`config.mk`:
```
export PLATFORM = sky130hd
export DESIGN_NAME = pc_seq_ctrl_flat
export DESIGN_NICKNAME = d
export VERILOG_FILES = /design/src/rtl/pc_seq_ctrl_if.sv /design/src/rtl/pc_seq_ctrl.sv /design/src/flat_wrapper.sv
export SDC_FILE = /design/constraint.sdc
export NUM_CORES = 1
export LEC_CHECK = 0
export ABC_AREA = 1
export CELL_PAD_IN_SITES_DETAIL_PLACEMENT = 2
export CELL_PAD_IN_SITES_GLOBAL_PLACEMENT = 2
export CORE_UTILIZATION = 25
export CTS_CLUSTER_SIZE = 25
export DETAILED_ROUTE_END_ITERATION = 6
export PLACE_DENSITY_LB_ADDON = 0.05
export SLEW_MARGIN = 20
export SYNTH_ARGS = -nofsm -noshare
export SYNTH_HDL_FRONTEND = slang
export SYNTH_SLANG_ARGS = --single-unit
```
`constraint.sdc`:
```
create_clock -name clk -period 4.95 [get_ports clk]
set_clock_uncertainty 0.05 [all_clocks]
set_input_delay 0.495 -clock clk [delete_from_list [all_inputs] [get_ports clk]]
set_output_delay 0.495 -clock clk [all_outputs]
set_load 0.005 [all_outputs]
```
`src/rtl/pc_seq_ctrl_if.sv`:
```
// ---------------------------------------------------------------------------
// pc_seq_ctrl_if
// Groups the pipeline-facing signals of the PC sequencer.
//   master : pipeline side (drives EX/ID/hazard inputs, observes PC outputs)
//   slave  : the sequencer itself
// Signals:
//   ex_valid, branch_f[1:0], pc_branch[31:0], alu_result[31:0]  redirect request
//   stall, halt_req, resume                                     flow control
//   pc[31:0], fetch_en, flush, halted, misalign_err             sequencer state
//   redirect_cnt[CNT_W-1:0]                                     accepted redirects
// ---------------------------------------------------------------------------
interface pc_seq_ctrl_if #(
    parameter int CNT_W = 16
);
    logic              ex_valid;
    logic [1:0]        branch_f;
    logic [31:0]       pc_branch;
    logic [31:0]       alu_result;
    logic              stall;
    logic              halt_req;
    logic              resume;
    logic [31:0]       pc;
    logic              fetch_en;
    logic              flush;
    logic              halted;
    logic              misalign_err;
    logic [CNT_W-1:0]  redirect_cnt;

    modport master (
        output ex_valid, branch_f, pc_branch, alu_result, stall, halt_req, resume,
        input  pc, fetch_en, flush, halted, misalign_err, redirect_cnt
    );

    modport slave (
        input  ex_valid, branch_f, pc_branch, alu_result, stall, halt_req, resume,
        output pc, fetch_en, flush, halted, misalign_err, redirect_cnt
    );
endinterface

```
`src/rtl/pc_seq_ctrl.sv`:
```
// ---------------------------------------------------------------------------
// pc_seq_ctrl
// Program-counter sequencer with RUN / HALT / TRAP control.
// Ports:
//   clk  : clock, all state updates on the rising edge
//   rst  : asynchronous active-low reset
//   bus  : pc_seq_ctrl_if.slave (redirect/stall/halt inputs, pc/fetch outputs)
// Behaviour summary:
//   RUN  : next pc priority is redirect > stall > halt_req > pc+4.
//          A misaligned redirect target traps without moving the pc.
//   HALT / TRAP : pc frozen, fetch disabled, only resume is honoured.
// ---------------------------------------------------------------------------
module pc_seq_ctrl #(
    parameter logic [31:0] RESET_PC = 32'h0000_0000,
    parameter int          CNT_W    = 16
) (
    input  logic            clk,
    input  logic            rst,
    pc_seq_ctrl_if.slave    bus
);
    localparam logic [1:0] ST_RUN  = 2'd0;
    localparam logic [1:0] ST_HALT = 2'd1;
    localparam logic [1:0] ST_TRAP = 2'd2;

    logic [1:0]       state_q, state_d;
    logic [31:0]      pc_q, pc_d;
    logic [CNT_W-1:0] cnt_q, cnt_d;

    logic             in_run;
    logic             redirect;
    logic [31:0]      target;
    logic             target_misaligned;

    // Unused encoding 2'd3 is treated as RUN so the FSM can never lock up.
    assign in_run            = (state_q != ST_HALT) && (state_q != ST_TRAP);
    assign redirect          = in_run && bus.ex_valid &&
                               ((bus.branch_f == 2'b10) || (bus.branch_f == 2'b01));
    assign target            = (bus.branch_f == 2'b10) ? bus.pc_branch : bus.alu_result;
    assign target_misaligned = (target[1:0] != 2'b00);

    always_comb begin
        state_d = state_q;
        pc_d    = pc_q;
        cnt_d   = cnt_q;
        if (in_run) begin
            state_d = ST_RUN;
            if (redirect) begin
                if (target_misaligned) begin
                    // Trap wins over a simultaneous halt request.
                    state_d = ST_TRAP;
                end else begin
                    pc_d  = target;
                    cnt_d = (&cnt_q) ? cnt_q : cnt_q + CNT_W'(1);
                    // Halt lands on the target so resume restarts there.
                    if (bus.halt_req) begin
                        state_d = ST_HALT;
                    end
                end
            end else if (bus.stall) begin
                pc_d = pc_q;
            end else if (bus.halt_req) begin
                state_d = ST_HALT;
            end else begin
                pc_d = pc_q + 32'd4;
            end
        end else if (bus.resume) begin
            state_d = ST_RUN;
        end
    end

    always_ff @(posedge clk or negedge rst) begin
        if (!rst) begin
            state_q <= ST_RUN;
            pc_q    <= RESET_PC;
            cnt_q   <= '0;
        end else begin
            state_q <= state_d;
            pc_q    <= pc_d;
            cnt_q   <= cnt_d;
        end
    end

    // Gated with rst because reset forces RUN, yet nothing may fetch or
    // flush while reset is held.
    assign bus.fetch_en     = rst && in_run;
    assign bus.flush        = rst && redirect;
    assign bus.pc           = pc_q;
    assign bus.halted       = (state_q == ST_HALT);
    assign bus.misalign_err = (state_q == ST_TRAP);
    assign bus.redirect_cnt = cnt_q;
endmodule

```
`src/flat_wrapper.sv`:
```
// flat-port wrapper written by rule: the top's interface ports become plain ports
module pc_seq_ctrl_flat 
#(
    parameter logic [31:0] RESET_PC = 32'h0000_0000,
    parameter int          CNT_W    = 16
)
  (clk, rst, bus_ex_valid, bus_branch_f, bus_pc_branch, bus_alu_result, bus_stall, bus_halt_req, bus_resume, bus_pc, bus_fetch_en, bus_flush, bus_halted, bus_misalign_err, bus_redirect_cnt);
  pc_seq_ctrl_if #(.CNT_W(CNT_W)) bus_i ();
  input  logic clk;
  input  logic rst;
  input wire logic [$bits(bus_i.ex_valid)-1:0] bus_ex_valid;
  input wire logic [$bits(bus_i.branch_f)-1:0] bus_branch_f;
  input wire logic [$bits(bus_i.pc_branch)-1:0] bus_pc_branch;
  input wire logic [$bits(bus_i.alu_result)-1:0] bus_alu_result;
  input wire logic [$bits(bus_i.stall)-1:0] bus_stall;
  input wire logic [$bits(bus_i.halt_req)-1:0] bus_halt_req;
  input wire logic [$bits(bus_i.resume)-1:0] bus_resume;
  output wire logic [$bits(bus_i.pc)-1:0] bus_pc;
  output wire logic [$bits(bus_i.fetch_en)-1:0] bus_fetch_en;
  output wire logic [$bits(bus_i.flush)-1:0] bus_flush;
  output wire logic [$bits(bus_i.halted)-1:0] bus_halted;
  output wire logic [$bits(bus_i.misalign_err)-1:0] bus_misalign_err;
  output wire logic [$bits(bus_i.redirect_cnt)-1:0] bus_redirect_cnt;
  assign bus_i.ex_valid = bus_ex_valid;
  assign bus_i.branch_f = bus_branch_f;
  assign bus_i.pc_branch = bus_pc_branch;
  assign bus_i.alu_result = bus_alu_result;
  assign bus_i.stall = bus_stall;
  assign bus_i.halt_req = bus_halt_req;
  assign bus_i.resume = bus_resume;
  assign bus_pc = bus_i.pc;
  assign bus_fetch_en = bus_i.fetch_en;
  assign bus_flush = bus_i.flush;
  assign bus_halted = bus_i.halted;
  assign bus_misalign_err = bus_i.misalign_err;
  assign bus_redirect_cnt = bus_i.redirect_cnt;
  pc_seq_ctrl #(.RESET_PC(RESET_PC), .CNT_W(CNT_W)) u_core (.clk(clk), .rst(rst), .bus(bus_i));
endmodule
```
## Word-level counts from Yosys, hierarchy flattened

Index checks and enable logic that the tools add are counted.

- Input bits: 72
- Flip-flop bits (word level): 50
- Logic and storage cells: 38
- Output and inout bits: 52

- $add $sub $neg: 2
- Muxes and demuxes: 11
- Reductions and logical operators: 11
- Equal/unequal tests: 9
- Bitwise logic cells: 2

Operators by type and width:

| kind | count |
|---|---|
| 32-bit two-way mux | 5 |
| 32-bit by 3-bit adder with 32-bit output (second input constant) | 1 |
| 16-bit by 1-bit adder with 16-bit output (second input constant) | 1 |
| 16-bit AND reduction | 1 |
| 2-bit two-way mux | 5 |
| 4-bit AND reduction | 2 |
| 2-bit by 1-bit inequality test with 1-bit output (second input constant) | 3 |
| 1-bit logical AND | 5 |
| 2-bit by 1-bit equality test with 1-bit output (second input constant) | 2 |
| 2-bit equality test (second input constant) | 2 |
| 2-bit inequality test (second input constant) | 2 |
| 2-bit nonzero test | 2 |
| 1-bit NOT | 2 |
| 1-bit logical OR | 1 |
| 1-bit two-way mux | 1 |

## Logic depth before layout (Yosys ltp)

- Word-level depth: 6
- Gate-level depth with buffers: 13
- Depth with buffers taken out: 13

## Worst setup path before layout

OpenSTA, ideal clock, no wires.

- Path type: input to register
- Start point: in bus_branch_f[0]
- End point: reg u_core.pc_q[8] (netlist: u_core.bus.pc[8])
- Setup slack: 3.080 ns
- Data required time: 4.782 ns
- Arrival: 1.703 ns
- Stages: 11
- Library setup time: 0.118 ns
- Buffers on the path: 1
- Cells stage by stage: inv_1 > ha_1 > nor2_1 > nand2_1 > inv_2 > nand2_1 > nand2_2 > buf_2 > nand2_1 > o21bai_1 > inv_1

- Longest elaborated chain between the ends: 5
- Elaborated cells between the ends (all ways): 12
- Those cells by class: eq/ne (5); mux (3); reduce/logical (4)

Ends and longest elaborated chain:

| item | line | source |
|---|---|---|
| start, declared | flat_wrapper.sv:12 | `input wire logic [$bits(bus_i.branch_f)-1:0] bus_branch_f;` |
| 2-bit equality test / 2-bit by 1-bit equality test with 1-bit output (equally long branches) | pc_seq_ctrl.sv:37, pc_seq_ctrl.sv:38 |  |
| 32-bit two-way mux / 1-bit logical OR (equally long branches) | pc_seq_ctrl.sv:38, pc_seq_ctrl.sv:37 |  |
| 2-bit nonzero test / 1-bit logical AND (equally long branches) | pc_seq_ctrl.sv:39, pc_seq_ctrl.sv:36 |  |
| 2-bit inequality test (no line) / 2-bit by 1-bit inequality test with 1-bit output (equally long branches) | n/a |  |
| 4-bit AND reduction (no line) | n/a |  |
| end signal, assigned | pc_seq_ctrl.sv:78 | `pc_q <= pc_d;` |
| end, declared | pc_seq_ctrl.sv:26 | `logic [31:0] pc_q, pc_d;` |

Parallel ways exist; a longest one is shown, timed or not. The select of a mux whose other input is x is not followed.
A chain may end at the register's enable or synchronous reset.

## Worst setup path after layout

- Start point: in bus_branch_f[0]
- End point: reg u_core.pc_q[18] (netlist: u_core.bus.pc[18])

Same word-level chain as after synthesis.

==> flow_metrics.env <==
export IMPL_cts_setup_buffers=0
export IMPL_grtUsageMet1_pct=25.6
export IMPL_powerDensity_mw_per_mm2=383
export IMPL_switching_share_pct=41.1
export IMPL_finalHoldViolations=0
export IMPL_gp_congestion=0.761
export IMPL_regArea_mm2=0.00125
export IMPL_hp_class="input pin to asynchronous set/reset pin"
export IMPL_htreeDepth=2
export IMPL_setup_tns_ps=0
export IMPL_drtIter0Drc=122
export IMPL_wl_per_cell_um=16.3
export IMPL_p_int_uw=1180
export IMPL_cts_sinks=50
export IMPL_syn_avg_cell_area_um2=6.27
export IMPL_routed_via_density=4.75
export IMPL_drtPass1Iterations=3
export IMPL_num_fill_cells=1802
export IMPL_cts_tree="yes"
export IMPL_grt_pass1_wl_um=23100
export IMPL_synth_seq_area_share_pct=33.6
export IMPL_drv_slew=0
export IMPL_clock_latency_ps=310
export IMPL_netlist_instances=594
export IMPL_status="complete, no violations"
export IMPL_grtUsageMet3_pct=3.66
export IMPL_power_switching_uw=826
export IMPL_critPathLaunchType="input pin"
export IMPL_grt_busiest_layer="met2"
export IMPL_finalCritPeriodShare_pct=67.9
export IMPL_yosys_warnings=0
export IMPL_pin_count=124
export IMPL_worstPathCellList="clkdlybuf4s50_1 -> inv_1 -> ha_1 -> nor2_1 -> nand2_1 -> inv_2 -> nand2_1 -> nand2_2 -> inv_2 -> nor2_1 -> nand2_1 -> nand2_1 -> inv_1"
export IMPL_cts_root_buf="clkbuf_16"
export IMPL_maxSlewHeadroom_pct=49.5
export IMPL_ctsResizeCount=0
export IMPL_holdWs_ps=262
export IMPL_grt_util_met2_pct=33.5
export IMPL_ir_drop_v=0.000144
export IMPL_grt_max_degree=52
export IMPL_clkPwrFrac_pct=18.0
export IMPL_wl_um=14500
export IMPL_cp_arrival_ps=3520
export IMPL_antenna_found_initial=0
export IMPL_row_count=44
export IMPL_die_w_um=124
export IMPL_port_buffers=123
export IMPL_critPathMaxStageDelay_ps=600
export IMPL_critPathKind="input pin to flop"
export IMPL_vias=4228
export IMPL_tightest_slew_ps=755
export IMPL_worstPathMaxFanout=37
export IMPL_numCtsBuffers=5
export IMPL_crit_path_frequent_cell="nand2_1"
export IMPL_grt_pass1_vias=4547
export IMPL_fin_nets=784
export IMPL_cp_buffers_inverters=5
export IMPL_setup_viol=0
export IMPL_dp_hpwl_um=10700
export IMPL_synthDistinctLibCells=36
export IMPL_cp_top_family="buffers and inverters"
export IMPL_synthToLayoutAreaGrowth_pct=40.8
export IMPL_grtUsageTotal_pct=19.7
export IMPL_synthesis_area_mm2=0.00373
export IMPL_ys_ff_latch=50
export IMPL_p_comb_share_pct=45.0
export IMPL_rsz0062_at_grt="false"
export IMPL_max_cap_violations=0
export IMPL_cp_required_ps=5110
export IMPL_die_h_um=124
export IMPL_holdBufCountCts=0
export IMPL_synth_nets=671
export IMPL_pwr_share_seq_pct=37.0
export IMPL_drcViolationCount=0
export IMPL_leakagePower_uw=0.00242
export IMPL_fin_crit_ps=3360
export IMPL_core_mm2=0.0145
export IMPL_route_antenna_remaining_nets=0
export IMPL_drive_gt1_share_pct=3.96
export IMPL_fmax_ghz=0.298
export IMPL_initial_core_util_pct=25.6
export IMPL_crit_slowest_cell="nand2_2"
export IMPL_num_antenna_cells=0
export IMPL_multiInputGateArea_mm2=0.00215
export IMPL_clk_pin_slew_worst_paths_ps=70
export IMPL_end_kind="flop"
export IMPL_overflow=0
export IMPL_ctsLongestPathBuffers=2
export IMPL_die_area_mm2=0.0154
[power by group through the flow]
stage / registers [uW] / clock network (uW) / logic [uW]
after floorplan: 701 / 0 / 449
after global placement: 752 / 0 / 882
after detailed placement: 758 / 0 / 919
after CTS: 751 / 377 / 928
after global routing: 775 / 389 / 1040
final: 743 / 362 / 905
[worst paths after layout]
kind | startpoint | endpoint | slack (ps) | cells past startpoint
setup / recovery | bus_branch_f[0] | u_core.bus.pc[18] | 1590 | 13
hold / removal | rst | u_core.bus.pc[6] | 260 | 2
setup reg to reg | u_core.state_q[0] | u_core.bus.pc[18] | 1920 | 11
hold reg to reg | u_core.bus.pc[1] | u_core.bus.pc[1] | 450 | 2
max in group asynchronous | rst | u_core.bus.redirect_cnt[7] | 4090 | 2
min in group clk | u_core.bus.pc[1] | u_core.bus.pc[1] | 450 | 2
[through the flow]
| stage | cells | total power, uW | worst slack [ps] | instance area, um2 | util, % |
|---|---|---|---|---|---|
| after floorplan | 594 | 1150 | 3080 | 3730 | - |
| after CTS | 891 | 2060 | 1530 | 5250 | 36.1 |
| final | 891 | 2010 | 1590 | 5250 | 36.1 |
| after detailed placement | 884 | 1680 | 1210 | 5110 | 35.1 |
| after global placement | 884 | 1630 | 1340 | 5110 | 35.1 |
| after global routing | 891 | 2200 | 1200 | 5250 | 36.1 |
[worst register-to-register path: stages, from the launching register on]
cell	delay, ps
dfrtp_1	360
inv_1	60
ha_1	350
nand2_1	110
inv_2	430
nand2_1	190
nand2_2	600
inv_2	420
nor2_1	210
nand2_1	60
nand2_1	70
inv_1	40
[routing by layer]
| layer | up-vias | share of wire, % |
|---|---|---|
| met2 | 83 | 47 |
| met1 | 2057 | 48 |
| met4 | 0 | 0.88 |
| met5 | - | 0 |
| met3 | 6 | 4.2 |
| li1 | 2082 | - |
[Yosys cell counts]
cell type  count  area (um2)
a21oi_1       37         185
o31ai_1        1        7.51
and2_1         1        6.26
xnor2_1        8        70.1
nand3_2        1        10.0
buf_1          1        3.75
inv_1         52         195
inv_4          1        6.26
o22ai_1        1        6.26
nand3b_1       2        15.0
or2_2          3        18.8
nand2_2        1        6.26
nor2_2         1        6.26
o211ai_1       4        30.0
buf_6          2        22.5
buf_2         10        50.1
mux2i_1        1        10.0
nand2_8        1        20.0
a31oi_1        2        12.5
nor3_4         1        16.3
o21ai_1        6        30.0
a22oi_1        1        7.51
nand2_1      209         785
nor2_8         1        20.0
nor3_1         9        45.0
o21bai_1       1        7.51
nand3_1       28         140
o21ai_0       24         120
xor2_1        10        87.6
nor2_1       101         379
ha_1           5        62.6
nand4_1        4        25.0
dfrtp_1       50        1250
clkbuf_1       8        30.0
inv_2          4        15.0
nand2_4        2        22.5
[kinds of logic after synthesis]
family / after synthesis / share of synthesized area [%]
compound gates: 77 / 10.9
xor+xnor: 18 / 4.23
fa+ha+maj: 5 / 1.68
buf+inv: 78 / 8.66
flops: 50 / 33.6
mux: 1 / 0.269
simple gates: 365 / 40.7
[sequential cells by signal, summed over array words and instances, names as in the netlist]
signal	flops
u_core.bus.pc	32
u_core.bus.redirect_cnt	16
u_core.state_q	2
[final cells by class]
cell class | count | share of cell area [%]
clock inverters | 2 | 0.262
clock buffers | 5 | 2.39
well taps | 184 | 4.39
repair buffers | 127 | 24.0
inverters | 57 | 4.13
multi-input cells | 466 | 41.0
flip-flops and latches | 50 | 23.9
[cell usage in the layout (no fill, tap or decap), drive strengths merged, types with 5 or more instances in the layout]
cell type      Yosys  layout
a21oi             37      37
buf               13       5
clkbuf             8       5
clkdlybuf4s50      0     122
dfrtp             50      50
ha                 5       5
inv               57      58
nand2            213     213
nand3             29      29
nor2             103     103
nor3              10      10
o21ai             30      30
xnor2              8       8
xor2              10      10
Note: power is estimated with default switching activity, not from simulation.
